**config.mk**
```make
export PLATFORM = sky130hd
export DESIGN_NAME = control_unit_flat
export DESIGN_NICKNAME = d
export VERILOG_FILES = /design/src/rtl/control_unit_if.sv /design/src/rtl/control_unit.sv /design/src/flat_wrapper.sv
export SDC_FILE = /design/constraint.sdc
export NUM_CORES = 1
export LEC_CHECK = 0
export CORE_UTILIZATION = 43
export CTS_BUF_LIST = sky130_fd_sc_hd__clkbuf_8
export DETAILED_ROUTE_END_ITERATION = 10
export PLACE_DENSITY = 0.82
export SLEW_MARGIN = 25
export SYNTH_ARGS = -nofsm -noshare
export SYNTH_HDL_FRONTEND = slang
export SYNTH_SLANG_ARGS = --single-unit
```
**constraint.sdc**
```tcl
create_clock -name clk -period 1.9 [get_ports clk]
set_clock_uncertainty 0.05 [all_clocks]
set_input_delay 0.38 -clock clk [delete_from_list [all_inputs] [get_ports clk]]
set_output_delay 0.38 -clock clk [all_outputs]
set_load 0.01 [all_outputs]
```
**src/rtl/control_unit_if.sv**
```systemverilog
// Bundle between the control unit and the rest of the core: ROM fetch port,
// data-RAM strobes, datapath control word and status flags.
interface control_unit_if #(
  parameter int PC_WIDTH = 8
);
  logic                run_en;
  logic [15:0]         instr_data;
  logic                alu_zero;
  logic                alu_carry;
  logic [PC_WIDTH-1:0] rom_addr;
  logic [PC_WIDTH-1:0] pc;
  logic [PC_WIDTH-1:0] ram_addr;
  logic                ram_re;
  logic                ram_we;
  logic [2:0]          alu_opcode;
  logic [7:0]          imm_data;
  logic [3:0]          write_addr;
  logic [3:0]          ra_addr;
  logic [3:0]          rb_addr;
  logic                write_en;
  logic                write_alu;
  logic                is_load;
  logic                imm_flag;
  logic                cpu_paused;
  logic                zero_flag;
  logic                carry_flag;
  logic                halted;

  modport master (
    input  run_en, instr_data, alu_zero, alu_carry,
    output rom_addr, pc, ram_addr, ram_re, ram_we, alu_opcode, imm_data,
           write_addr, ra_addr, rb_addr, write_en, write_alu, is_load,
           imm_flag, cpu_paused, zero_flag, carry_flag, halted
  );

  modport slave (
    output run_en, instr_data, alu_zero, alu_carry,
    input  rom_addr, pc, ram_addr, ram_re, ram_we, alu_opcode, imm_data,
           write_addr, ra_addr, rb_addr, write_en, write_alu, is_load,
           imm_flag, cpu_paused, zero_flag, carry_flag, halted
  );
endinterface

```
**src/rtl/control_unit.sv**
```systemverilog
// Fetch/decode/execute sequencer for the 8-bit core: owns PC, IR and the Z/C
// flags, and decodes the control word for the datapath from state and IR.
module control_unit #(
  parameter int                  PC_WIDTH = 8,
  parameter logic [PC_WIDTH-1:0] RESET_PC = '0
) (
  input  logic          clk,
  input  logic          rst,
  control_unit_if.master bus
);

  typedef enum logic [2:0] {
    FETCH,
    DECODE,
    EXEC,
    MEM,
    HALT
  } state_t;

  localparam logic [3:0] OP_LDI = 4'h8;
  localparam logic [3:0] OP_LD  = 4'h9;
  localparam logic [3:0] OP_ST  = 4'hA;
  localparam logic [3:0] OP_JMP = 4'hB;
  localparam logic [3:0] OP_JZ  = 4'hC;
  localparam logic [3:0] OP_JC  = 4'hD;
  localparam logic [3:0] OP_HLT = 4'hF;

  state_t              state;
  logic [PC_WIDTH-1:0] pc_q;
  logic [15:0]         ir;
  logic                zero_q;
  logic                carry_q;

  logic [3:0]          op;
  logic [3:0]          rd;
  logic [3:0]          rs1;
  logic [3:0]          rs2;
  logic [PC_WIDTH-1:0] a8;
  logic                is_alu;

  assign op     = ir[15:12];
  assign rd     = ir[11:8];
  assign rs1    = ir[7:4];
  assign rs2    = ir[3:0];
  assign a8     = PC_WIDTH'(ir[7:0]);
  assign is_alu = ~op[3];

  // Branches test the latched flags, never the live datapath outputs.
  always_ff @(posedge clk or posedge rst) begin
    if (rst) begin
      state   <= FETCH;
      pc_q    <= RESET_PC;
      ir      <= '0;
      zero_q  <= 1'b0;
      carry_q <= 1'b0;
    end else begin
      case (state)
        FETCH: begin
          if (bus.run_en) state <= DECODE;
        end
        DECODE: begin
          ir    <= bus.instr_data;
          pc_q  <= pc_q + PC_WIDTH'(1);
          state <= EXEC;
        end
        EXEC: begin
          state <= FETCH;
          if (is_alu) begin
            zero_q  <= bus.alu_zero;
            carry_q <= bus.alu_carry;
          end
          case (op)
            OP_LD:   state <= MEM;
            OP_HLT:  state <= HALT;
            OP_JMP:  pc_q  <= a8;
            OP_JZ:   if (zero_q)  pc_q <= a8;
            OP_JC:   if (carry_q) pc_q <= a8;
            default: ;
          endcase
        end
        MEM: begin
          state <= FETCH;
        end
        HALT: begin
          state <= HALT;
        end
        default: begin
          state <= FETCH;
        end
      endcase
    end
  end

  // Control word is a pure function of state and IR, so reset clears it at once.
  always_comb begin
    bus.ram_addr   = '0;
    bus.ram_re     = 1'b0;
    bus.ram_we     = 1'b0;
    bus.alu_opcode = 3'd0;
    bus.write_addr = 4'd0;
    bus.ra_addr    = 4'd0;
    bus.rb_addr    = 4'd0;
    bus.write_en   = 1'b0;
    bus.write_alu  = 1'b0;
    bus.is_load    = 1'b0;
    bus.imm_flag   = 1'b0;
    case (state)
      EXEC: begin
        if (is_alu) begin
          bus.write_en   = 1'b1;
          bus.write_alu  = 1'b1;
          bus.ra_addr    = rs1;
          bus.rb_addr    = rs2;
          bus.write_addr = rd;
          bus.alu_opcode = op[2:0];
        end else begin
          case (op)
            OP_LDI: begin
              bus.write_en   = 1'b1;
              bus.imm_flag   = 1'b1;
              bus.write_addr = rd;
            end
            OP_LD: begin
              bus.ram_re   = 1'b1;
              bus.ram_addr = a8;
            end
            OP_ST: begin
              bus.ram_we   = 1'b1;
              bus.ram_addr = a8;
              bus.ra_addr  = rd;
            end
            default: ;
          endcase
        end
      end
      MEM: begin
        bus.write_en   = 1'b1;
        bus.is_load    = 1'b1;
        bus.write_addr = rd;
        bus.ram_addr   = a8;
      end
      default: ;
    endcase
  end

  assign bus.rom_addr   = pc_q;
  assign bus.pc         = pc_q;
  assign bus.imm_data   = ir[7:0];
  assign bus.zero_flag  = zero_q;
  assign bus.carry_flag = carry_q;
  assign bus.halted     = (state == HALT);
  assign bus.cpu_paused = (state == HALT) || ((state == FETCH) && !bus.run_en);

endmodule

```
**src/flat_wrapper.sv**
```systemverilog
// flat-port wrapper written by rule: the top's interface ports become plain ports
module control_unit_flat 
#(
  parameter int                  PC_WIDTH = 8,
  parameter logic [PC_WIDTH-1:0] RESET_PC = '0
)
  (clk, rst, bus_run_en, bus_instr_data, bus_alu_zero, bus_alu_carry, bus_rom_addr, bus_pc, bus_ram_addr, bus_ram_re, bus_ram_we, bus_alu_opcode, bus_imm_data, bus_write_addr, bus_ra_addr, bus_rb_addr, bus_write_en, bus_write_alu, bus_is_load, bus_imm_flag, bus_cpu_paused, bus_zero_flag, bus_carry_flag, bus_halted);
  control_unit_if #(.PC_WIDTH(PC_WIDTH)) bus_i ();
  input  logic clk;
  input  logic rst;
  input wire logic [$bits(bus_i.run_en)-1:0] bus_run_en;
  input wire logic [$bits(bus_i.instr_data)-1:0] bus_instr_data;
  input wire logic [$bits(bus_i.alu_zero)-1:0] bus_alu_zero;
  input wire logic [$bits(bus_i.alu_carry)-1:0] bus_alu_carry;
  output wire logic [$bits(bus_i.rom_addr)-1:0] bus_rom_addr;
  output wire logic [$bits(bus_i.pc)-1:0] bus_pc;
  output wire logic [$bits(bus_i.ram_addr)-1:0] bus_ram_addr;
  output wire logic [$bits(bus_i.ram_re)-1:0] bus_ram_re;
  output wire logic [$bits(bus_i.ram_we)-1:0] bus_ram_we;
  output wire logic [$bits(bus_i.alu_opcode)-1:0] bus_alu_opcode;
  output wire logic [$bits(bus_i.imm_data)-1:0] bus_imm_data;
  output wire logic [$bits(bus_i.write_addr)-1:0] bus_write_addr;
  output wire logic [$bits(bus_i.ra_addr)-1:0] bus_ra_addr;
  output wire logic [$bits(bus_i.rb_addr)-1:0] bus_rb_addr;
  output wire logic [$bits(bus_i.write_en)-1:0] bus_write_en;
  output wire logic [$bits(bus_i.write_alu)-1:0] bus_write_alu;
  output wire logic [$bits(bus_i.is_load)-1:0] bus_is_load;
  output wire logic [$bits(bus_i.imm_flag)-1:0] bus_imm_flag;
  output wire logic [$bits(bus_i.cpu_paused)-1:0] bus_cpu_paused;
  output wire logic [$bits(bus_i.zero_flag)-1:0] bus_zero_flag;
  output wire logic [$bits(bus_i.carry_flag)-1:0] bus_carry_flag;
  output wire logic [$bits(bus_i.halted)-1:0] bus_halted;
  assign bus_i.run_en = bus_run_en;
  assign bus_i.instr_data = bus_instr_data;
  assign bus_i.alu_zero = bus_alu_zero;
  assign bus_i.alu_carry = bus_alu_carry;
  assign bus_rom_addr = bus_i.rom_addr;
  assign bus_pc = bus_i.pc;
  assign bus_ram_addr = bus_i.ram_addr;
  assign bus_ram_re = bus_i.ram_re;
  assign bus_ram_we = bus_i.ram_we;
  assign bus_alu_opcode = bus_i.alu_opcode;
  assign bus_imm_data = bus_i.imm_data;
  assign bus_write_addr = bus_i.write_addr;
  assign bus_ra_addr = bus_i.ra_addr;
  assign bus_rb_addr = bus_i.rb_addr;
  assign bus_write_en = bus_i.write_en;
  assign bus_write_alu = bus_i.write_alu;
  assign bus_is_load = bus_i.is_load;
  assign bus_imm_flag = bus_i.imm_flag;
  assign bus_cpu_paused = bus_i.cpu_paused;
  assign bus_zero_flag = bus_i.zero_flag;
  assign bus_carry_flag = bus_i.carry_flag;
  assign bus_halted = bus_i.halted;
  control_unit #(.PC_WIDTH(PC_WIDTH), .RESET_PC(RESET_PC)) u_core (.clk(clk), .rst(rst), .bus(bus_i));
endmodule
```
* After elaboration in Yosys (flattened, before gate mapping) *
Cells that the tools add are included.

word-level totals
  input port bits = 21
  output and inout port bits = 57
  register bits after elaboration = 29

operators by class
  equal/unequal tests = 15
  reduce and logical (&&, ||, !) cells = 8
  bitwise gates (word level) = 1
  mux-type cells = 34
  add/subtract/negate cells = 1

operator list
  operator                                                number
  2-to-1 mux 8 bit                                        4
  case mux 8 bit (2 select lines)                         2
  == test 4 bit (second input constant)                   7
  2-to-1 mux 4 bit                                        7
  case mux 8 bit (3 select lines)                         1
  2-to-1 mux 1 bit                                        13
  case mux 3 bit (4 select lines)                         1
  2-to-1 mux 3 bit                                        3
  adder 8 x 1 -> 8 bit (second input constant)            1
  case mux 4 bit (2 select lines)                         1
  == test 3 x 2 -> 1 bit (second input constant)          2
  inequality test 3 x 2 -> 1 bit (second input constant)  2
  case mux 3 bit (2 select lines)                         1
  inequality test 4 bit (second input constant)           1
  AND reduction 4 bit                                     1
  == test 3 x 1 -> 1 bit (second input constant)          1
  == test 3 bit (second input constant)                   1
  logical NOT 3 bit                                       1
  inequality test 2 bit (second input constant)           1
  case mux 1 bit (2 select lines)                         1
  AND reduction 2 bit                                     1
  nonzero test 2 bit                                      1
  OR reduction 2 bit                                      1
  logical AND 1 bit                                       1
  3 further kinds                                         3

* Depth between registers and ports, before layout *
Gate-level depths: netlist of run 1.

  word-level depth = 5
  gate-level depth with buffers = 6

* Worst setup path after synthesis of run 1 *
OpenSTA, ideal clock, no wires.

  path kind = register to output
  start point = reg u_core.state[0]
  end point = out bus_ra_addr[0]
  slack = -15 ps
  arrival time = 1485 ps
  cell stages (with the launch flop) = 6
  cells stage by stage = dfrtp_1 buf_6 and4bb_2 nand2b_4 nor3b_2 a22o_1

between the ends
  cells in the longest elaborated chain, start to end = 2

ends and longest elaborated chain
  item                    RTL line             source
  start, declared         control_unit.sv:28   state_t state;
  start signal, assigned  control_unit.sv:51   state <= FETCH;
  start signal, assigned  control_unit.sv:59   if (bus.run_en) state <= DECODE;
  start signal, assigned  control_unit.sv:64   state <= EXEC;
  == test 3 x 2 -> 1 bit  control_unit.sv:107  case (state)
  2-to-1 mux 4 bit        control_unit.sv:107
  end, declared           flat_wrapper.sv:23   output wire logic [$bits(bus_i.ra_addr)-1:0] bus_ra_addr;

Every way passes these cells.

* Worst setup path after layout of run 1 *
  start point = reg u_core.state[2]
  end point = out bus_ra_addr[2]

The elaborated chain is that of the path after synthesis.

==> run metrics, run 1 <==
status=finished with violations; failing checks=setup timing; number of global-route vias before repair=approximately 1700; first-pass GRT wire length=between 8 and 9 mm; period utilization=115%; grt total ovfl=0; ant diodes=0; fin crit period=about 2200 ps; clk_lat worst skew=between 200 and 300 ps; core area=around 0.0038 mm^2; area delta synth->final=62.9%; CP max stage delay=approximately 400 ps; CP Class=reg2out; RSZ-0062 raised after global routing=true; crit path max fanout=4; CP Buf/Inv Count=2; Layout Nets=~310; die height=around 66 um; Detailed Route WL=just over 5 mm; Reg power frac=between 20% and 30%; top-level port count=slightly below 80; Mapped Nets=about 220; DRC Markers=0; most common cell after layout, fill and taps aside=nand2_1; Port Buffers=77; H-tree lvl count=2; ys async rst share=between 90% and 100%; worst vdd ir=0.830 mV; dpl ws=-377 ps; Worst EP required=around 1500 ps; Post-synth EDFFs=0; Internal=~2.7 mW; Arrival @ worst endpoint=between 1500 and 2000 ps; P per Cell Area=around 1600 mW/mm^2; clock transition at the registers of the reported paths=approximately 60 ps; CTS max path bufs=2; share of post-route cells with drive strength above 1=between 30% and 40%; CTS buffer count=5; Fillers=between 200 and 300; per-cell routed wire length=~15 um; largest net degree at the start of global routing=30; CTS sink cnt=29; Synth Flop Type=dfrtp_1; DRT iter0 DRCs=~130; Seq/Total Area, Yosys=around two fifths; final hold viol count=0; Slew HR=71.8%; FMAX=around 460 MHz; endpoints failing setup=28; # Max-Cap Violations=0; Slew @ Worst Pin=between 400 and 500 ps; Switching Fraction=between 40% and 50%; CTS tree=done; Gate power share=59.8%; Cell Area, Synth=0.00174 mm^2; Synth Register Bits=29; Syn. warnings=0; std cell rows=22; post-synthesis instance total=a little under 200; Slew Limit Fails=0; Setup crit start kind=register; worst hold margin=418 ps; starting density of the core=46.2%; Critical Path Stages=6; DP HPWL=approximately 3.7 mm; fin worst setup slack=-291 ps; Die X=between 60 and 70 um; Setup crit end kind=output port; routability cong.=just under 0.9; Worst path top cell family by delay=simple AND/OR/NAND/NOR gates; total power=4.43 mW; clock root cell=clkbuf_8; Clock Power Share=11.0%; commonest cells after routing, fill and taps aside=54 x nand2_1, 46 x clkdlybuf4s50_1, 28 x buf_4, 28 x dfrtp_1, 25 x buf_6; Yosys cell types=48; Leakage=roughly 1.4 nW; Worst Hold Class=in2async; post-layout util=between 70% and 80%; slowest CP cell=dfrtp_1; final setup TNS=-3560 ps; DR pass1 iterations=4; Post-Syn Area per Cell=8.97 um^2; vias per std cell=between 5 and 6; vias=1756; Psw=~1.8 mW; antenna violations before repair=0; Reg2Reg Depth=6; post-route ant nets=0; gr usage total=26.1%; Hold Buf Count CTS=0; crit-path cells=and4bb_2 > nand2b_4 > nor3b_4 > buf_4 > a22o_1 > buf_2; DIE AREA=about 0.0043 mm^2
## kinds of logic (layout without fill, tap and decap cells)
family                   count (synthesis)  count (layout)  synth area share [%]
buffers and inverters                   30             127                  11.2
AND/OR/NAND/NOR                        101             101                  31.2
AO/OA/AOI/OAI                           29              29                  12.8
multiplexers                             3               3                  1.87
XOR/XNOR                                 1               1                 0.503
adder cells (fa/ha/maj)                  1               1                 0.719
flip-flops                              29              29                  41.7
## per-layer routing
layer  share of wire, %  track usage (%)  vias up
li1                   -                -      844
met1                 42             32.0      810
met2                 50             43.0       92
met3                6.7             7.81       10
met4                1.8             9.24        0
met5                  0                0        -
## flip-flops by register name, indices dropped and copies added (netlist names)
signal,cells
u_core.state,3
u_core.bus.pc,8
u_core.bus.carry_flag,1
u_core.ir,16
u_core.bus.zero_flag,1
## Yosys cell counts, types with 2 or more instances
cell type | number | area share (%)
a22o_1 | 4 | 2.0
and3_1 | 9 | 3.2
nor2_1 | 2 | 0.43
clkbuf_1 | 2 | 0.43
buf_2 | 3 | 0.86
dfrtp_1 | 29 | 42
and2_1 | 13 | 4.7
nor3b_2 | 2 | 1.4
a21oi_1 | 3 | 0.86
nand2_1 | 54 | 12
mux2_2 | 2 | 1.3
a22oi_1 | 3 | 1.3
inv_1 | 4 | 0.86
nand3_1 | 4 | 1.2
buf_4 | 19 | 8.2
o21ai_0 | 6 | 1.7
nor3_1 | 4 | 1.2
## timing repair
action,CTS,global route
setup endpoints to repair,31,32
gates resized for setup,142,24
pin swaps,15,5
buffers inserted,6,2
## worst paths after layout
| path | from | to | slack, ps |
|---|---|---|---|
| worst max-delay path | u_core.state[2] | bus_ra_addr[2] | -290 |
| worst min-delay path | rst | u_core.ir[14] | 420 |
| worst max register to register | u_core.state[0] | u_core.bus.carry_flag | 120 |
| worst min register to register | u_core.ir[8] | u_core.ir[8] | 470 |
| max in group asynchronous | rst | u_core.ir[13] | 1080 |
| min in group clk | u_core.ir[8] | u_core.ir[8] | 470 |
## tightest hold or removal path: cells and delay by family
family,cells,cell delay (ps)
buffers and inverters,3,790
## metrics by stage
step           area, um^2  instances
2_1_floorplan        1750        194
3_3_place_gp         2640        325
3_5_place_dp         2640        325
4_1_cts              2770        339
5_1_grt              2840        339
6_report             2840        339
## area by class of cell
class                   count  area [um^2]  area share [%]
well taps                  48         60.1            2.12
clock buffers               5         68.8            2.43
flip-flops and latches     29          727            25.6
multi-input cells         135          908            32.0
repair buffers            115         1040            36.8
inverters                   4         15.0           0.530
clock inverters             3         13.8           0.485
## power groups by stage
stage	combinational (mW)	clock (mW)	sequential, mW
6_report	2.65	0.490	1.29
5_1_grt	2.88	0.525	1.33
4_1_cts	2.55	0.496	1.28
3_5_place_dp	2.42	0	1.28
3_3_place_gp	2.36	0	1.26
2_1_floorplan	1.35	0	1.20
Note: power is estimated with default switching activity, not from simulation.
==> run 2, diff against run 1 <==
--- a/config.mk
+++ b/config.mk
@@ -8,7 +8,9 @@
 export CORE_UTILIZATION = 43
 export CTS_BUF_LIST = sky130_fd_sc_hd__clkbuf_8
 export DETAILED_ROUTE_END_ITERATION = 10
+export HOLD_SLACK_MARGIN = 0.02
 export PLACE_DENSITY = 0.82
+export SETUP_SLACK_MARGIN = 0.4
 export SLEW_MARGIN = 25
 export SYNTH_ARGS = -nofsm -noshare
 export SYNTH_HDL_FRONTEND = slang
==> run metrics, run 2 (same netlist as run 1, synthesis figures left out) <==
status=finished with violations (unchanged); failing checks=setup timing (unchanged); worst vdd ir=0.876 mV (was 0.830 mV); CP max stage delay=400 ps (about the same); period utilization=117% (was 115%); vias per std cell=5.79 (was 5.18); Largest Register=u_core.ir (unchanged); Arrival @ worst endpoint=1800 ps (was 1760 ps); area delta synth->final=87.7% (was 62.9%); first-pass GRT wire length=11.0 mm (was 8.33 mm); CTS buffer count=5 (unchanged); clock transition at the registers of the reported paths=70 ps (was 60 ps); # Max-Cap Violations=0 (unchanged); Switching Fraction=43.9% (was 40.2%); DRC Markers=0 (unchanged); DR pass1 iterations=5 (was 4); dpl ws=-309 ps (was -377 ps); CP Buf/Inv Count=2 (unchanged); grt total ovfl=0 (unchanged); FMAX=448 MHz (was 456 MHz); ant diodes=0 (unchanged); commonest cells after routing, fill and taps aside=49 x buf_4, 40 x nand2_1, 34 x buf_6 (was 54 x nand2_1, 46 x clkdlybuf4s50_1, 28 x buf_4, 28 x dfrtp_1, 25 x buf_6); clock root cell=clkbuf_8 (unchanged); Area after DPL=0.00266 mm^2 (was 0.00264 mm^2); DIE AREA=0.00431 mm^2 (unchanged); crit-path cells=and4bb_2 > nand2b_4 > nor3b_4 > buf_4 > a22o_1 > buf_2 (unchanged); worst hold margin=410 ps (was 418 ps); top-level port count=78 (unchanged); share of post-route cells with drive strength above 1=53.7% (was 36.1%); std cell rows=22 (unchanged); Worst path top cell family by delay=simple AND/OR/NAND/NOR gates (unchanged); Slew @ Worst Pin=378 ps (was 420 ps); Hold Buf Count CTS=0 (unchanged); DP HPWL=3.85 mm (was 3.72 mm); total power=5.30 mW (was 4.43 mW); Layout Nets=347 (was 312); vias=2166 (was 1756); Port Buffers=77 (unchanged); Leakage=1.69 nW (was 1.41 nW); Reg power frac=23.9% (was 29.1%); Slew HR=74.8% (was 71.8%); slowest CP cell=dfrtp_1 (unchanged); post-layout util=86.6% (was 75.2%); max reg flops=16 (unchanged); Setup crit end kind=output port (unchanged); gr usage total=35.4% (was 26.1%); CTS sink cnt=29 (unchanged); H-tree lvl count=2 (unchanged); fin worst setup slack=-332 ps (was -291 ps); CTS max path bufs=2 (unchanged); die height=65.6 um (unchanged); CP Class=reg2out (unchanged); Reg2Reg Depth=9 (was 6); FF-to-FF End=u_core.bus.pc[6] (was u_core.bus.carry_flag); starting density of the core=46.2% (unchanged); Worst Hold Class=in2async (unchanged); Detailed Route WL=8.04 mm (was 5.14 mm); largest net degree at the start of global routing=30 (unchanged); fin crit period=2230 ps (was 2190 ps); clk_lat worst skew=290 ps (was 280 ps); Psw=2.33 mW (was 1.78 mW); crit path max fanout=4 (unchanged); P per Cell Area=1620 mW/mm^2 (was 1560 mW/mm^2); final hold viol count=0 (unchanged); Clock Power Share=9.2% (was 11.0%); RSZ-0062 raised after global routing=true (unchanged); reg2reg setup slack=-130 ps (was 120 ps); core area=0.00377 mm^2 (unchanged); Slew Limit Fails=0 (unchanged); post-route ant nets=0 (unchanged); R2R Path Start=u_core.state[2] (was u_core.state[0]); per-cell routed wire length=21.5 um (was 15.2 um); Final Instance Area=0.00327 mm^2 (was 0.00284 mm^2); number of global-route vias before repair=2145 (was 1706); Internal=2.97 mW (was 2.65 mW); Worst EP required=1470 ps (about the same); CTS tree=done (unchanged); most common cell after layout, fill and taps aside=buf_4 (was nand2_1); antenna violations before repair=0 (unchanged); Setup crit start kind=register (unchanged); routability cong.=0.917 (was 0.882); DRT iter0 DRCs=261 (was 134); Gate power share=66.9% (was 59.8%); Die X=65.6 um (unchanged); endpoints failing setup=39 (was 28)
-- run 2: cell types whose count changed in the layout (fill, tap and decap cells not counted), sizes merged --
cell	before	now
buf	65	103
clkdlybuf4s15	1	0
clkdlybuf4s50	46	20
clkinv	2	0
dlygate4sd2	1	25
inv	5	7
-- run 2: worst max path at each step --
| stage | start | end | cells after the start |
|---|---|---|---|
| after CTS | u_core.state[0] | bus_ra_addr[1] | 6 |
| after detailed placement | u_core.state[2] | bus_ra_addr[2] | 5 |
| final | u_core.state[0] | bus_ra_addr[0] | 6 |
| after global routing | u_core.state[0] | bus_ra_addr[0] | 6 |
| after global placement | u_core.state[2] | bus_ram_addr[1] | 6 |
| after floorplan | u_core.state[0] | bus_ra_addr[0] | 5 |
-- run 2: routing by layer --
| layer | vias to the layer above | wire (um) | track usage [%] |
|---|---|---|---|
| met1 | 1008 | 2890 | 39.0 |
| met5 | - | 0 | 0 |
| met4 | 0 | 467 | 18.5 |
| met3 | 65 | 640 | 9.20 |
| li1 | 916 | - | - |
| met2 | 177 | 4040 | 61.7 |
-- run 2: power by group through the flow --
stage | sequential (mW) | combinational (mW) | clock (mW)
after CTS | 1.21 | 3.07 | 0.475
after detailed placement | 1.28 | 2.52 | 0
after global placement | 1.26 | 2.45 | 0
after global routing | 1.29 | 3.70 | 0.511
after floorplan | 1.22 | 1.45 | 0
final | 1.27 | 3.55 | 0.488
-- run 2: timing repair --
action | CTS | global route
setup endpoints to repair | 85 | 62
gates cloned | 1 | 0
pin swaps | 27 | 12
gates resized for setup | 224 | 26
buffers inserted | 33 | 9
-- run 2: area by class of cell --
type | instances | area, um^2
Clock buffer | 5 | 68.8
Clock inverter | 3 | 11.3
Fill cell | 180 | 504
Inverter | 4 | 17.5
Multi-Input combinational cell | 135 | 1060
Sequential cell | 29 | 733
Tap cell | 48 | 60.1
Timing Repair Buffer | 150 | 1320
-- run 2: stage by stage --
stage,setup TNS [ps],cells
floorplan,0,194
CTS,-3880,365
detailed placement,-6900,323
global route,-8570,374
finish,-7010,374
global placement,-6210,323
-- run 2: tightest hold or removal path, stage by stage --
cell and delay (ps):
clkdlybuf4s50_1 390, inv_1 50, buf_4 340
